<file path="src/rtl/lsu_ctrl_if.sv">
// lsu_ctrl_if: bundle of the load/store sequencer's core-side request and
// response channels plus the data-memory read and write ports.
//   req_*      : request channel from the memory stage (valid/ready)
//   resp_*     : response channel back to the memory stage (valid/ready)
//   mem_rd_*   : single-cycle read port, data returned the cycle after enable
//   mem_wr_*   : write port, full word written on the enabling edge
// Modports:
//   slave  : the view used by lsu_ctrl itself
//   master : the view used by whatever drives requests and models memory
interface lsu_ctrl_if #(
  parameter int XLEN = 64,
  parameter int MA_W = 11
);
  logic            req_valid;
  logic            req_ready;
  logic            req_we;
  logic [2:0]      req_funct3;
  logic [XLEN-1:0] req_addr;
  logic [XLEN-1:0] req_wdata;

  logic            resp_valid;
  logic            resp_ready;
  logic [XLEN-1:0] resp_rdata;
  logic            resp_err;

  logic            mem_rd_en;
  logic [MA_W-1:0] mem_rd_addr;
  logic [3:0]      mem_rd_len;
  logic [XLEN-1:0] mem_rd_data;

  logic            mem_wr_en;
  logic [MA_W-1:0] mem_wr_addr;
  logic [XLEN-1:0] mem_wr_data;
  logic [3:0]      mem_wr_len;

  modport slave (
    input  req_valid, req_we, req_funct3, req_addr, req_wdata,
    input  resp_ready, mem_rd_data,
    output req_ready, resp_valid, resp_rdata, resp_err,
    output mem_rd_en, mem_rd_addr, mem_rd_len,
    output mem_wr_en, mem_wr_addr, mem_wr_data, mem_wr_len
  );

  modport master (
    output req_valid, req_we, req_funct3, req_addr, req_wdata,
    output resp_ready, mem_rd_data,
    input  req_ready, resp_valid, resp_rdata, resp_err,
    input  mem_rd_en, mem_rd_addr, mem_rd_len,
    input  mem_wr_en, mem_wr_addr, mem_wr_data, mem_wr_len
  );
endinterface

</file>
<file path="src/rtl/lsu_ctrl.sv">
// lsu_ctrl: load/store sequencer between the core memory stage and a
// 64-bit-word data memory. Handles one byte-addressed RV64 load or store at a
// time, does read-modify-write for sub-doubleword stores and returns
// sign/zero-extended load data or an error response.
// Ports:
//   clk : clock, everything on posedge
//   rst : synchronous active-high reset
//   bus : lsu_ctrl_if.slave (request, response, memory read/write ports)
module lsu_ctrl #(
  parameter int XLEN      = 64,
  parameter int MEM_WORDS = 2048,
  parameter int MA_W      = $clog2(MEM_WORDS)
) (
  input  logic      clk,
  input  logic      rst,
  lsu_ctrl_if.slave bus
);

  localparam logic [2:0] S_IDLE  = 3'd0;
  localparam logic [2:0] S_READ  = 3'd1;
  localparam logic [2:0] S_MERGE = 3'd2;
  localparam logic [2:0] S_WRITE = 3'd3;
  localparam logic [2:0] S_RESP  = 3'd4;

  logic [2:0]      state;
  logic            lat_we;
  logic [2:0]      lat_f3;
  logic [2:0]      lat_off;
  logic [MA_W-1:0] lat_idx;
  logic [XLEN-1:0] lat_wdata;
  logic [XLEN-1:0] merge_q;
  logic [XLEN-1:0] rdata_q;
  logic            err_q;

  logic [2:0]      req_align;
  logic            req_err;
  logic            req_is_sd;
  logic [5:0]      shamt;
  logic [XLEN-1:0] size_mask;
  logic [XLEN-1:0] field;
  logic [XLEN-1:0] load_ext;
  logic [XLEN-1:0] merged;
  logic [3:0]      lat_len;

  // req_align holds the low address bits that must be zero for the size.
  always_comb begin
    case (bus.req_funct3[1:0])
      2'd0:    req_align = 3'b000;
      2'd1:    req_align = 3'b001;
      2'd2:    req_align = 3'b011;
      default: req_align = 3'b111;
    endcase
    req_err = (|(bus.req_addr[2:0] & req_align))
           || (|bus.req_addr[XLEN-1:MA_W+3])
           || (bus.req_we ? bus.req_funct3[2] : (bus.req_funct3 == 3'b111));
    req_is_sd = bus.req_we && (bus.req_funct3[1:0] == 2'b11);
  end

  // Byte-lane extraction for loads and byte-lane replacement for stores,
  // both working on the word returned by the memory in MERGE.
  always_comb begin
    shamt = {lat_off, 3'b000};
    case (lat_f3[1:0])
      2'd0:    size_mask = 64'h0000_0000_0000_00FF;
      2'd1:    size_mask = 64'h0000_0000_0000_FFFF;
      2'd2:    size_mask = 64'h0000_0000_FFFF_FFFF;
      default: size_mask = 64'hFFFF_FFFF_FFFF_FFFF;
    endcase
    field = bus.mem_rd_data >> shamt;
    case (lat_f3[1:0])
      2'd0:    load_ext = lat_f3[2] ? {56'b0, field[7:0]}  : {{56{field[7]}},  field[7:0]};
      2'd1:    load_ext = lat_f3[2] ? {48'b0, field[15:0]} : {{48{field[15]}}, field[15:0]};
      2'd2:    load_ext = lat_f3[2] ? {32'b0, field[31:0]} : {{32{field[31]}}, field[31:0]};
      default: load_ext = field;
    endcase
    merged  = (bus.mem_rd_data & ~(size_mask << shamt)) | ((lat_wdata & size_mask) << shamt);
    lat_len = 4'b0001 << lat_f3[1:0];
  end

  // Sequencer. The store data is parked in merge_q at acceptance so that a
  // full doubleword store can go straight to WRITE without a merge step.
  always_ff @(posedge clk) begin
    if (rst) begin
      state     <= S_IDLE;
      lat_we    <= 1'b0;
      lat_f3    <= 3'd0;
      lat_off   <= 3'd0;
      lat_idx   <= '0;
      lat_wdata <= '0;
      merge_q   <= '0;
      rdata_q   <= '0;
      err_q     <= 1'b0;
    end else begin
      case (state)
        S_IDLE: begin
          if (bus.req_valid) begin
            lat_we    <= bus.req_we;
            lat_f3    <= bus.req_funct3;
            lat_off   <= bus.req_addr[2:0];
            lat_idx   <= bus.req_addr[MA_W+2:3];
            lat_wdata <= bus.req_wdata;
            merge_q   <= bus.req_wdata;
            rdata_q   <= '0;
            err_q     <= req_err;
            if (req_err)        state <= S_RESP;
            else if (req_is_sd) state <= S_WRITE;
            else                state <= S_READ;
          end
        end
        S_READ:  state <= S_MERGE;
        S_MERGE: begin
          if (lat_we) begin
            merge_q <= merged;
            state   <= S_WRITE;
          end else begin
            rdata_q <= load_ext;
            state   <= S_RESP;
          end
        end
        S_WRITE: state <= S_RESP;
        S_RESP:  if (bus.resp_ready) state <= S_IDLE;
        default: state <= S_IDLE;
      endcase
    end
  end

  // Outputs decode from state and are forced to their idle values while rst
  // is high, so a write or response cannot leak out in the reset cycle.
  always_comb begin
    bus.req_ready   = rst || (state == S_IDLE);
    bus.resp_valid  = 1'b0;
    bus.resp_rdata  = '0;
    bus.resp_err    = 1'b0;
    bus.mem_rd_en   = 1'b0;
    bus.mem_rd_addr = '0;
    bus.mem_rd_len  = 4'd0;
    bus.mem_wr_en   = 1'b0;
    bus.mem_wr_addr = '0;
    bus.mem_wr_data = '0;
    bus.mem_wr_len  = 4'd0;
    if (!rst) begin
      case (state)
        S_READ: begin
          bus.mem_rd_en   = 1'b1;
          bus.mem_rd_addr = lat_idx;
          bus.mem_rd_len  = lat_len;
        end
        S_WRITE: begin
          bus.mem_wr_en   = 1'b1;
          bus.mem_wr_addr = lat_idx;
          bus.mem_wr_data = merge_q;
          bus.mem_wr_len  = lat_len;
        end
        S_RESP: begin
          bus.resp_valid = 1'b1;
          bus.resp_rdata = rdata_q;
          bus.resp_err   = err_q;
        end
        default: ;
      endcase
    end
  end

endmodule

</file>
<file path="src/flat_wrapper.sv">
// flat-port wrapper written by rule: the top's interface ports become plain ports
module lsu_ctrl_flat 
#(
  parameter int XLEN      = 64,
  parameter int MEM_WORDS = 2048,
  parameter int MA_W      = $clog2(MEM_WORDS)
)
  (clk, rst, bus_req_valid, bus_req_we, bus_req_funct3, bus_req_addr, bus_req_wdata, bus_resp_ready, bus_mem_rd_data, bus_req_ready, bus_resp_valid, bus_resp_rdata, bus_resp_err, bus_mem_rd_en, bus_mem_rd_addr, bus_mem_rd_len, bus_mem_wr_en, bus_mem_wr_addr, bus_mem_wr_data, bus_mem_wr_len);
  lsu_ctrl_if #(.XLEN(XLEN), .MA_W(MA_W)) bus_i ();
  input  logic clk;
  input  logic rst;
  input wire logic [$bits(bus_i.req_valid)-1:0] bus_req_valid;
  input wire logic [$bits(bus_i.req_we)-1:0] bus_req_we;
  input wire logic [$bits(bus_i.req_funct3)-1:0] bus_req_funct3;
  input wire logic [$bits(bus_i.req_addr)-1:0] bus_req_addr;
  input wire logic [$bits(bus_i.req_wdata)-1:0] bus_req_wdata;
  input wire logic [$bits(bus_i.resp_ready)-1:0] bus_resp_ready;
  input wire logic [$bits(bus_i.mem_rd_data)-1:0] bus_mem_rd_data;
  output wire logic [$bits(bus_i.req_ready)-1:0] bus_req_ready;
  output wire logic [$bits(bus_i.resp_valid)-1:0] bus_resp_valid;
  output wire logic [$bits(bus_i.resp_rdata)-1:0] bus_resp_rdata;
  output wire logic [$bits(bus_i.resp_err)-1:0] bus_resp_err;
  output wire logic [$bits(bus_i.mem_rd_en)-1:0] bus_mem_rd_en;
  output wire logic [$bits(bus_i.mem_rd_addr)-1:0] bus_mem_rd_addr;
  output wire logic [$bits(bus_i.mem_rd_len)-1:0] bus_mem_rd_len;
  output wire logic [$bits(bus_i.mem_wr_en)-1:0] bus_mem_wr_en;
  output wire logic [$bits(bus_i.mem_wr_addr)-1:0] bus_mem_wr_addr;
  output wire logic [$bits(bus_i.mem_wr_data)-1:0] bus_mem_wr_data;
  output wire logic [$bits(bus_i.mem_wr_len)-1:0] bus_mem_wr_len;
  assign bus_i.req_valid = bus_req_valid;
  assign bus_i.req_we = bus_req_we;
  assign bus_i.req_funct3 = bus_req_funct3;
  assign bus_i.req_addr = bus_req_addr;
  assign bus_i.req_wdata = bus_req_wdata;
  assign bus_i.resp_ready = bus_resp_ready;
  assign bus_i.mem_rd_data = bus_mem_rd_data;
  assign bus_req_ready = bus_i.req_ready;
  assign bus_resp_valid = bus_i.resp_valid;
  assign bus_resp_rdata = bus_i.resp_rdata;
  assign bus_resp_err = bus_i.resp_err;
  assign bus_mem_rd_en = bus_i.mem_rd_en;
  assign bus_mem_rd_addr = bus_i.mem_rd_addr;
  assign bus_mem_rd_len = bus_i.mem_rd_len;
  assign bus_mem_wr_en = bus_i.mem_wr_en;
  assign bus_mem_wr_addr = bus_i.mem_wr_addr;
  assign bus_mem_wr_data = bus_i.mem_wr_data;
  assign bus_mem_wr_len = bus_i.mem_wr_len;
  lsu_ctrl #(.XLEN(XLEN), .MEM_WORDS(MEM_WORDS), .MA_W(MA_W)) u_core (.clk(clk), .rst(rst), .bus(bus_i));
endmodule
</file>
<file path="config.mk">
export PLATFORM = sky130hd
export DESIGN_NAME = lsu_ctrl_flat
export DESIGN_NICKNAME = d
export VERILOG_FILES = /design/src/rtl/lsu_ctrl_if.sv /design/src/rtl/lsu_ctrl.sv /design/src/flat_wrapper.sv
export SDC_FILE = /design/constraint.sdc
export NUM_CORES = 1
export LEC_CHECK = 0
export ABC_CLOCK_PERIOD_IN_PS = 5100
export BUFFER_PORTS_ARGS = -buffer_cell sky130_fd_sc_hd__buf_4
export CELL_PAD_IN_SITES_DETAIL_PLACEMENT = 0
export CELL_PAD_IN_SITES_GLOBAL_PLACEMENT = 2
export CORE_MARGIN = 2
export CORE_UTILIZATION = 33
export CTS_BUF_LIST = sky130_fd_sc_hd__clkbuf_4 sky130_fd_sc_hd__clkbuf_8 sky130_fd_sc_hd__clkbuf_16
export CTS_CLUSTER_SIZE = 16
export DETAILED_ROUTE_END_ITERATION = 10
export PLACE_DENSITY_LB_ADDON = 0.1
export SYNTH_ARGS = -nofsm -noshare
export SYNTH_HDL_FRONTEND = slang
export SYNTH_SLANG_ARGS = --single-unit
</file>
<file path="constraint.sdc">
create_clock -name clk -period 5.1 [get_ports clk]
set_input_delay 1.02 -clock clk [delete_from_list [all_inputs] [get_ports clk]]
set_output_delay 1.02 -clock clk [all_outputs]
set_load 0.02 [all_outputs]
</file>
## Word level (Yosys, flattened, before mapping)

Cells that the tools add are included.

| word-level totals | value |
|---|---|
| word-level logic and storage cells | 85 |
| memories kept | 0 |
| bits in writable memories | 0 |
| bits in registers | 214 |
| output and inout bits | 163 |
| bits of input ports | 200 |
| ROM bits | 0 |
| bits in latches | 0 |

| cells by class | value |
|---|---|
| add/sub/neg operators | 0 |
| bitwise gates (word level) | 5 |
| equality and inequality tests | 14 |
| mux-type cells | 39 |
| divide/modulo/power cells | 0 |
| reduce and logical (&&, ||, !) cells | 14 |
| magnitude comparators | 0 |
| multipliers | 0 |
| shifts and indexed selects | 4 |

Operator list:

| operator | number |
|---|---|
| 64-bit 2-to-1 mux | 11 |
| 64-bit one-hot mux with 3 select lines | 2 |
| 64-bit one-hot mux with 2 select lines | 2 |
| 64-bit AND | 2 |
| 64-bit by 6-bit << shifter with 64-bit output | 2 |
| 64-bit NOT | 1 |
| 64-bit bitwise OR | 1 |
| 64-bit by 6-bit >> shifter with 64-bit output | 1 |
| 50-bit OR reduction | 1 |
| 11-bit 2-to-1 mux | 4 |
| 4-bit 2-to-1 mux | 4 |
| 3-bit one-hot mux with 5 select lines | 1 |
| 3-bit 2-to-1 mux | 4 |
| 1-bit 2-to-1 mux | 9 |
| 3-bit one-hot mux with 3 select lines | 1 |
| 2-bit == test, second input constant | 3 |
| 3-bit by 2-bit == test with 1-bit output, second input constant | 2 |
| 3-bit == test, second input constant | 2 |
| 2-bit inequality test, second input constant | 3 |
| 3-bit AND reduction | 2 |
| 2-bit by 1-bit == test with 1-bit output, second input constant | 2 |
| 2-bit zero test | 2 |
| 2-bit AND reduction | 2 |
| 1-bit by 2-bit << shifter with 4-bit output, first input constant | 1 |
| 9 further kinds | 11 |

## Logic depth before layout (Yosys ltp)

Gate-level depths: netlist of the first run.

| depth | value |
|---|---|
| depth in word-level cells | 9 |
| depth in mapped cells | 9 |
| depth with buffers taken out | 5 |

## Worst setup path before layout of the first run

OpenSTA, ideal clock, no wires.

| path | value |
|---|---|
| path kind | input port to output port |
| start | in rst |
| end | out bus_mem_wr_data[14] |
| required time | 4.080 ns |
| data arrival time | 2.293 ns |
| path buffers | 3 |
| stages | 7 |
| path slack | 1.787 ns |
| cell sequence | clkbuf_1 nor2_1 nand3_1 inv_1 buf_1 clkbuf_1 and2_1 |

| on the way | value |
|---|---|
| word-level cells in the longest chain between the ends | 1 |

Ends and longest elaborated chain:

| element | line | text |
|---|---|---|
| start: declaration | flat_wrapper.sv:11 | `input logic rst;` |
| 64-bit 2-to-1 mux | lsu_ctrl.sv:141 | `if (!rst) begin` |
| end: declaration | flat_wrapper.sv:28 | `output wire logic [$bits(bus_i.mem_wr_data)-1:0] bus_mem_wr_data;` |

No other way between the ends.

## Worst setup path after layout of the first run

| path | value |
|---|---|
| start | reg u_core.lat_f3[1] |
| end | out bus_mem_rd_len[1] |

| on the way | value |
|---|---|
| word-level cells in the longest chain between the ends | 3 |

Ends and longest elaborated chain:

| element | line | text |
|---|---|---|
| start: declaration | lsu_ctrl.sv:27 | `logic [2:0] lat_f3;` |
| start signal: assignment | lsu_ctrl.sv:98 | `lat_f3 <= bus.req_funct3;` |
| 1-bit by 2-bit << shifter with 4-bit output | lsu_ctrl.sv:77 | `lat_len = 4'b0001 << lat_f3[1:0];` |
| 4-bit 2-to-1 mux | lsu_ctrl.sv:142 | `case (state)` |
| 4-bit 2-to-1 mux | lsu_ctrl.sv:141 |  |
| end: declaration | flat_wrapper.sv:25 | `output wire logic [$bits(bus_i.mem_rd_len)-1:0] bus_mem_rd_len;` |

No other way between the ends.

==> results of run 1 <==
metal layers:
| metal | vias to the layer above | track usage | part of all wire |
|---|---|---|---|
| met5 | - | 0 | 0.00056 |
| met3 | 90 | 0.0564 | 0.083 |
| met2 | 656 | 0.473 | 0.46 |
| li1 | 6817 | - | - |
| met4 | 6 | 0.0676 | 0.022 |
| met1 | 7160 | 0.404 | 0.44 |
power by group:
| group | switching, mW | internal, mW | leakage (nW) |
|---|---|---|---|
| Sequential | 0.111 | 1.75 | 1.75 |
| Clock | 0.768 | 1.14 | 0.447 |
| Combinational | 0.500 | 0.324 | 4.61 |
Yosys cell counts, types with 14 or more instances:
library cell,number
a32oi_1,36
a211oi_1,38
nand3_1,20
mux2_2,36
o2bb2ai_1,14
dfxtp_1,214
buf_2,33
nor2_1,130
nand2_1,262
nor2b_1,14
clkbuf_1,126
nor3_1,39
buf_1,15
a221oi_1,48
o32ai_1,16
a21oi_1,152
a2bb2oi_1,14
o21ai_0,92
mux2i_1,22
or3_1,15
and2_1,162
a31oi_1,18
mux4_2,41
nor4_1,28
cell families after synthesis:
kind of cell	count (synthesis)	synth area share
compound gates	519	0.258
buf+inv	190	0.0571
flops	214	0.316
mux	99	0.114
simple gates	712	0.254
flip-flops by register name, indices dropped and copies added (netlist names):
name / count
u_core.err_q: 1
u_core.lat_f3: 3
u_core.lat_idx: 11
u_core.lat_off: 3
u_core.lat_wdata: 64
u_core.lat_we: 1
u_core.merge_q: 64
u_core.rdata_q: 64
u_core.state: 3
worst min-delay path: cells and delay by family, from the launching register on:
kind	cells	cell delay, ns
DFF	1	0.31
AOI/OAI and AO/OA	1	0.05
and+or+nand+nor	1	0.05
worst paths after layout:
path                                          from                  to  depth (start not counted)
worst max-delay path              u_core.lat_f3[1]   bus_mem_rd_len[1]                          5
worst min-delay path            u_core.merge_q[33]  u_core.merge_q[33]                          2
worst max register to register    u_core.lat_f3[1]  u_core.merge_q[45]                          6
worst min register to register  u_core.merge_q[33]  u_core.merge_q[33]                          2
layout make-up:
| class | instances | area, sq um |
|---|---|---|
| Antenna cell | 3 | 7.51 |
| Fill cell | 4237 | 23300 |
| Tap cell | 532 | 666 |
| Sequential cell | 214 | 4290 |
| Inverter | 11 | 41.3 |
| Clock buffer | 36 | 763 |
| Timing Repair Buffer | 390 | 2930 |
| Multi-Input combinational cell | 1330 | 8540 |
| Clock inverter | 10 | 118 |
==> flow_metrics.tcl, run 1 <==
set metrics [dict create \
    syn_inst 1734 \
    power.leakage_nw 6.81 \
    layout_setup_ws_ns 1.30 \
    fin_crit_sh 0.744 \
    cts_buffers 26 \
    finClkSkew_ns 0.0127 \
    core-area_sq_um 40600 \
    crit_type "reg2out" \
    place_ws_ns 1.35 \
    drc_errors 0 \
    p_per_area_nw_per_um2 265 \
    chipWidth_um 207 \
    path_buf_inv 3 \
    worst_hold_slack_ns 0.452 \
    syn_avg_cell_area_sq_um 7.81 \
    yosysWarnings 0 \
    cpMaxStageDelayCell "dfxtp_1" \
    grt_start_max_net_pins 91 \
    clk_latency_ns 0.55 \
    ios 363 \
    yosys.area.top_type_share 0.316 \
    syn-num-nets 1934 \
    ir_drop_v 0.000189 \
    yosysTopAreaCell "dfxtp_1" \
    start_util 0.333 \
    crit_chain "buf_4, inv_1, nand2_1, nor2_1, buf_4" \
    nets 2173 \
    fin_cells 2526 \
    cts_setup_buffers 0 \
    die_area_sq_um 42700 \
    rsz0062_at_grt "no" \
    port_buffers 362 \
    final_util 0.427 \
    tns_ns 0 \
    num_rows 74 \
    crit_fanout 41 \
    layout_commonest_cell "buf_4" \
    dieHeight_um 207 \
    worst_path_most_repeated_cell "buf_4" \
    areaGrowthSynthToFinish_pct 28.1 \
    end_kind "primary output" \
    cts-htree-levels 1 \
    maxSlewViolCount 0 \
    cp.required_ns 4.08 \
    postCtsResizedCells 0 \
    tritoncts "yes" \
    grt_pass1_wl_um 93100 \
    max_clock_freq_mhz 263 \
    synth-main-ff-cell "dfxtp_1" \
    period_needed_ns 3.80 \
    worstPathArrival_ns 2.78 \
    cts.path.max_buffers 3 \
    cp_top_family "buffers and inverters" \
    reg2reg_slack_ns 1.75 \
    hp-class "reg2reg" \
    wl_per_cell_um 25.6 \
    grt_overflow_total 0 \
    cts_hold_buffers 0 \
    setup_viol 0 \
    synth-edff-count 0 \
    drtPass1Iterations 6 \
    postRouteAntennaNets 0 \
    fin_area_sq_um 17400 \
    via_count 14700 \
    placed_cell_area_sq_um 16500 \
    max_slew_margin 0.252 \
    grt_pass1_vias 13900 \
    async_reset_ff_frac 0 \
    yosys-top-cells-area "dfxtp_1 32%, and2_1 7.5%, nand2_1 7.3%" \
    drive_above_1_share 0.275 \
    gp_congestion 0.927 \
    hold_viol_final 0 \
    cts_root_buffer "clkbuf_16" \
    status "completed" \
    place_inst 2477 \
    track_usage 0.293 \
    maxCapViolCount 0 \
    power.total_mw 4.60 \
    drtIter0Drc 1175 \
    critPathMaxStageDelay_ns 0.78 \
    viasPerCell 5.83 \
    yosysUniqueCellTypes 62 \
    clock_sinks 214 \
    crit_path_start_kind "flop" \
    synth_seq_cells 214 \
    worstMarginPinSlew_ns 1.12 \
    clkTransAtPathRegs_ns 0.07 \
    dp_hpwl_um 48600 \
    antenna_found_initial 4 \
    syn_area_sq_um 13500 \
    yosysSeqAreaShare 0.316 \
    wl_um 64500 \
    layout_common_cells "390 x buf_4, 262 x nand2_1, 211 x dfxtp_1" \
]
Power figures use the tool's default switching activity.
==> run 2: changes to the inputs <==
--- a/config.mk
+++ b/config.mk
@@ -5,12 +5,12 @@
 export SDC_FILE = /design/constraint.sdc
 export NUM_CORES = 1
 export LEC_CHECK = 0
-export ABC_CLOCK_PERIOD_IN_PS = 5100
+export ABC_CLOCK_PERIOD_IN_PS = 3400
 export BUFFER_PORTS_ARGS = -buffer_cell sky130_fd_sc_hd__buf_4
 export CELL_PAD_IN_SITES_DETAIL_PLACEMENT = 0
 export CELL_PAD_IN_SITES_GLOBAL_PLACEMENT = 2
 export CORE_MARGIN = 2
-export CORE_UTILIZATION = 33
+export CORE_UTILIZATION = 27
 export CTS_BUF_LIST = sky130_fd_sc_hd__clkbuf_4 sky130_fd_sc_hd__clkbuf_8 sky130_fd_sc_hd__clkbuf_16
 export CTS_CLUSTER_SIZE = 16
 export DETAILED_ROUTE_END_ITERATION = 10
==> constraint.sdc (replaced) <==
create_clock -name clk -period 3.4 [get_ports clk]
set_input_delay 0.68 -clock clk [delete_from_list [all_inputs] [get_ports clk]]
set_output_delay 0.68 -clock clk [all_outputs]
set_load 0.02 [all_outputs]
==> run 2 against run 1 <==
- global-route usage down 3.2 points
- final cell count up 7.6%
- non-clock buffer count up 53
- utilization down 6.5 points
- sequential cell count unchanged
- critical path depth unchanged
- clock power up 57%
- clock skew about the same
- die area up 22%
- routed wire length up 9.0%
- largest power group unchanged
==> flow_metrics.tcl, run 2 (synthesis results as in run 1) <==
set metrics [dict create \
    status "completed" \
    areaGrowthSynthToFinish_pct 33.3 \
    clock_sinks 214 \
    ir_drop_v 0.000353 \
    power.leakage_nw 7.14 \
    max_clock_freq_mhz 337 \
    crit_fanout 13 \
    maxCapViolCount 0 \
    gp_congestion 0.894 \
    cts_setup_buffers 0 \
    power.internal_mw 4.92 \
    cp.required_ns 2.72 \
    hold_viol_final 0 \
    p_clk_frac 0.421 \
    start_util 0.272 \
    worstMarginPinSlew_ns 0.844 \
    p_seq_frac 0.391 \
    combinationalPowerShare 0.188 \
    drive_above_1_share 0.295 \
    r2r-end "u_core.merge_q[29]" \
    tns_ns 0 \
    fin_crit_sh 0.874 \
    wl_um 70400 \
    grt_pass1_vias 14600 \
    die_area_sq_um 52000 \
    crit_path_start_kind "flop" \
    nets 2227 \
    p_switching_mw 2.19 \
    wl_per_cell_um 25.9 \
    max_slew_margin 0.438 \
    layout_commonest_cell "buf_4" \
    cts-htree-levels 1 \
    cts_root_buffer "clkbuf_16" \
    port_buffers 362 \
    finClkSkew_ns 0.0127 \
    drtIter0Drc 1241 \
    setup_viol 0 \
    cts_hold_buffers 0 \
    grt_overflow_total 0 \
    cts_buffers 27 \
    num_rows 82 \
    dieHeight_um 228 \
    postCtsResizedCells 0 \
    crit_type "reg2out" \
    clkTransAtPathRegs_ns 0.06 \
    end_kind "primary output" \
    via_count 14800 \
    clk_latency_ns 0.58 \
    grt_start_max_net_pins 158 \
    top_regs "u_core.lat_wdata (64), u_core.merge_q (64), u_core.rdata_q (64)" \
    grt_pass1_wl_um 102000 \
    r2r_start "u_core.lat_off[0]" \
    reg2reg_slack_ns 0.56 \
    dp_hpwl_um 53600 \
    ios 363 \
    worstPathArrival_ns 2.29 \
    r2r_cells 6 \
    holdPathEnd "u_core.lat_idx[6]" \
    p_per_area_nw_per_um2 394 \
    rsz0062_at_grt "no" \
    viasPerCell 5.46 \
    period_needed_ns 2.97 \
    cts.path.max_buffers 3 \
    antenna_found_initial 2 \
    drc_errors 0 \
    swShare 0.309 \
    maxSlewViolCount 0 \
    layout_setup_ws_ns 0.429 \
    hp-class "in2reg" \
    postRouteAntennaNets 0 \
    crit_chain "nor2_1, nand3b_1, inv_1, and2_1, buf_4" \
    tritoncts "yes" \
    path_buf_inv 2 \
    hold_depth 3 \
    chipWidth_um 228 \
    cp_top_family "buffers and inverters" \
    track_usage 0.261 \
    critPathMaxStageDelay_ns 0.54 \
    core-area_sq_um 49900 \
    layout_common_cells "434 x buf_4, 262 x nand2_1, 210 x dfxtp_1" \
    drtPass1Iterations 5 \
    place_ws_ns 0.489 \
    hp-start "bus_req_addr[9]" \
    cpMaxStageDelayCell "inv_1" \
    path_depth 5 \
]
[run 2: worst register-to-register path, stage by stage (launching register included)]
cell	delay (ns)
dfxtp_4	0.70
inv_1	0.44
a31oi_1	0.39
o22ai_1	0.15
a221oi_1	0.67
buf_4	0.25
o32ai_1	0.09
[run 2: how the worst max path moves through the flow]
stage / start / end / slack (ns)
after detailed placement: rst / bus_req_ready / 0.49
after floorplan: rst / bus_mem_wr_data[14] / 0.77
after CTS: u_core.state[1] / bus_mem_rd_addr[3] / 0.39
final: u_core.state[1] / bus_mem_rd_addr[3] / 0.43
after global placement: rst / bus_req_ready / 0.49
after global routing: u_core.state[1] / bus_mem_rd_addr[3] / 0.25
[run 2: metal layers]
layer / global-route usage / vias to the layer above / routed length, um
li1: - / 6928 / -
met1: 0.360 / 7201 / 31200
met2: 0.420 / 606 / 32300
met3: 0.0454 / 99 / 4900
met4: 0.0715 / 2 / 1930
met5: 0 / - / 13
[run 2: power groups by stage]
| stage | Clock [mW] | Sequential, mW | Combinational, mW |
|---|---|---|---|
| 3_5_place_dp | 0 | 2.83 | 1.33 |
| 6_report | 2.99 | 2.78 | 1.34 |
| 2_1_floorplan | 0 | 2.73 | 0.748 |
| 4_1_cts | 3.06 | 2.77 | 1.33 |
| 5_1_grt | 3.15 | 2.79 | 1.44 |
| 3_3_place_gp | 0 | 2.83 | 1.32 |
[run 2: final cells by class]
cell class / count / area, sq um
clock buffer: 36 / 781
clock inverter: 11 / 124
sequential: 214 / 4290
timing repair buffer: 443 / 3440
antenna: 1 / 2.50
tap: 672 / 841
fill: 5400 / 31800
inverter: 11 / 41.3
multi-input combinational: 1330 / 8540
[run 2: through the flow]
stage                     hold slack [ns]  instances  area [sq um]   util  total power, mW
after floorplan                     0.417       1734         13500      -             3.48
after global placement              0.439       2670         17200  0.344             4.15
after detailed placement            0.441       2670         17200  0.344             4.16
after CTS                           0.331       2717         18100  0.362             7.17
after global routing                0.353       2718         18100  0.362             7.38
final                               0.352       2718         18100  0.362             7.11
==> run 3: changes to the inputs <==
--- a/config.mk
+++ b/config.mk
@@ -5,12 +5,13 @@
 export SDC_FILE = /design/constraint.sdc
 export NUM_CORES = 1
 export LEC_CHECK = 0
+export ABC_AREA = 1
 export ABC_CLOCK_PERIOD_IN_PS = 3400
 export BUFFER_PORTS_ARGS = -buffer_cell sky130_fd_sc_hd__buf_4
 export CELL_PAD_IN_SITES_DETAIL_PLACEMENT = 0
 export CELL_PAD_IN_SITES_GLOBAL_PLACEMENT = 2
 export CORE_MARGIN = 2
-export CORE_UTILIZATION = 27
+export CORE_UTILIZATION = 25
 export CTS_BUF_LIST = sky130_fd_sc_hd__clkbuf_4 sky130_fd_sc_hd__clkbuf_8 sky130_fd_sc_hd__clkbuf_16
 export CTS_CLUSTER_SIZE = 16
 export DETAILED_ROUTE_END_ITERATION = 10
==> run 3 against run 2 <==
- synthesized cell count up 40%
- global-route usage down 1.3 points
- register-to-register slack better by 0.16 ns
- combinational power up 65%
- sequential cell count unchanged
- worst hold slack worse by 0.0044 ns
- largest cell class unchanged
- highest routed layer is now met4
==> flow_metrics.tcl, run 3 <==
set metrics [dict create \
    status "completed" \
    place_inst 3406 \
    met3WireLength_um 3650 \
    num_rows 87 \
    p_per_area_nw_per_um2 432 \
    syn_avg_cell_area_sq_um 5.85 \
    grt_pass1_vias 16500 \
    netlist_top_cells_count "582 x nand2_1, 322 x nor2_1, 252 x o21ai_0" \
    crit_path_start_kind "flop" \
    end_kind "primary output" \
    die_area_sq_um 58800 \
    tritoncts "yes" \
    viasPerCell 4.90 \
    ir_drop_v 0.000289 \
    hold_viol_final 0 \
    drc_errors 0 \
    clk_latency_ns 0.56 \
    syn_area_sq_um 14200 \
    cts_setup_buffers 0 \
    synth-main-ff-cell "dfxtp_1" \
    track_usage 0.248 \
    chipWidth_um 243 \
    crit_fanout 15 \
    hp-class "in2reg" \
    syn-num-nets 2632 \
    cts-htree-levels 1 \
    yosysUniqueCellTypes 30 \
    async_reset_ff_frac 0 \
    fin_crit_sh 0.894 \
    clkTransAtPathRegs_ns 0.06 \
    dr.max_layer_used "met4" \
    layout_commonest_cell "nand2_1" \
    worstMarginPinSlew_ns 0.948 \
    worstPathArrival_ns 2.36 \
    start_util 0.253 \
    cts_hold_buffers 0 \
    fin_cells 3456 \
    tns_ns 0 \
    finClkSkew_ns 0.0163 \
    grt_overflow_total 0 \
    max_clock_freq_mhz 329 \
    cts_root_buffer "clkbuf_16" \
    synth-edff-count 0 \
    setup_viol 0 \
    postCtsResizedCells 0 \
    cts_buffers 28 \
    crit_type "reg2out" \
    period_needed_ns 3.04 \
    synth.most_common_cell "nand2_1" \
    r2r_cells 9 \
    maxSlewViolCount 0 \
    hold_depth 3 \
    max_slew_margin 0.367 \
    core-area_sq_um 56300 \
    wl_met1_um 33900 \
    via_count 16900 \
    top_regs "u_core.lat_wdata (64), u_core.merge_q (64), u_core.rdata_q (64)" \
    drtPass1Iterations 7 \
    syn_inst 2432 \
    yosysSeqAreaShare 0.301 \
    layout_common_cells "580 x nand2_1, 399 x buf_4, 321 x nor2_1" \
    yosys.area.top_type_share 0.301 \
    synth_seq_cells 214 \
    antenna_found_initial 2 \
    areaGrowthSynthToFinish_pct 29.6 \
    drtIter0Drc 1309 \
    rsz0062_at_grt "no" \
    dieHeight_um 243 \
    grt_pass1_wl_um 110000 \
    cp.required_ns 2.72 \
    port_buffers 362 \
    grt_start_max_net_pins 124 \
    yosysWarnings 0 \
    maxCapViolCount 0 \
    postRouteAntennaNets 0 \
    cts.path.max_buffers 3 \
    drive_above_1_share 0.189 \
    met2RoutedLength_um 35500 \
    nets 2880 \
    dp_hpwl_um 58200 \
    wl_per_cell_um 21.9 \
    yosysTopAreaCell "dfxtp_1" \
    ios 363 \
    yosys-top-cells-area "dfxtp_1 30%, nand2_1 15%, o21ai_0 8.9%" \
    wl_um 75800 \
    clock_sinks 214 \
    power.leakage_nw 8.09 \
    gp_congestion 0.904 \
]
==> run 3: metal layers <==
layer | global-route usage | vias to the layer above
met5 | 0 | -
met4 | 0.0877 | 0
met3 | 0.0282 | 97
met2 | 0.415 | 500
met1 | 0.329 | 7947
li1 | - | 8374
==> run 3: worst max-delay path: stages, from the launching register on <==
cell	delay, ns
dfxtp_1	0.30
buf_4	0.19
nor2_2	0.73
inv_2	0.24
nor2_1	0.17
buf_4	0.16
==> run 3: final timing paths <==
kind,startpoint,end,slack (ns)
setup / recovery,u_core.lat_f3[1],bus_mem_wr_len[0],0.36
hold / removal,bus_req_wdata[16],u_core.lat_wdata[16],0.35
setup reg to reg,u_core.lat_f3[1],u_core.rdata_q[42],0.72
hold reg to reg,u_core.lat_wdata[53],u_core.lat_wdata[53],0.45
==> run 3: area by class of cell <==
type	instances	area, sq um
flip-flops and latches	214	4290
clock buffers	44	882
diodes	2	5.00
fillers	6496	37800
well taps	756	946
repair buffers	407	3160
multi-input cells	1788	8220
inverters	241	908
clock inverters	4	22.5
==> run 3: kinds of logic after synthesis <==
logic type | count (synthesis) | synth area share
AOI/OAI and AO/OA | 607 | 0.234
buffers and inverters | 430 | 0.122
DFF | 214 | 0.301
and+or+nand+nor | 1181 | 0.343
==> run 3: through the flow <==
stage	area [sq um]	hold WS, ns	worst slack [ns]	utilization	total power [mW]
2_1_floorplan	14200	0.430	0.776	-	4.15
3_3_place_gp	17500	0.448	0.689	0.311	5.09
3_5_place_dp	17500	0.447	0.660	0.311	5.07
4_1_cts	18400	0.327	0.334	0.327	8.05
5_1_grt	18400	0.335	0.227	0.328	8.40
6_report	18400	0.347	0.360	0.328	7.96
==> run 3: report_power, final <==
| part | switching, mW | leakage (nW) | internal, mW |
|---|---|---|---|
| clock | 1.17 | 0.456 | 1.76 |
| sequential | 0.115 | 1.76 | 2.70 |
| combinational | 1.57 | 5.87 | 0.644 |
| total | 2.86 | 8.09 | 5.11 |
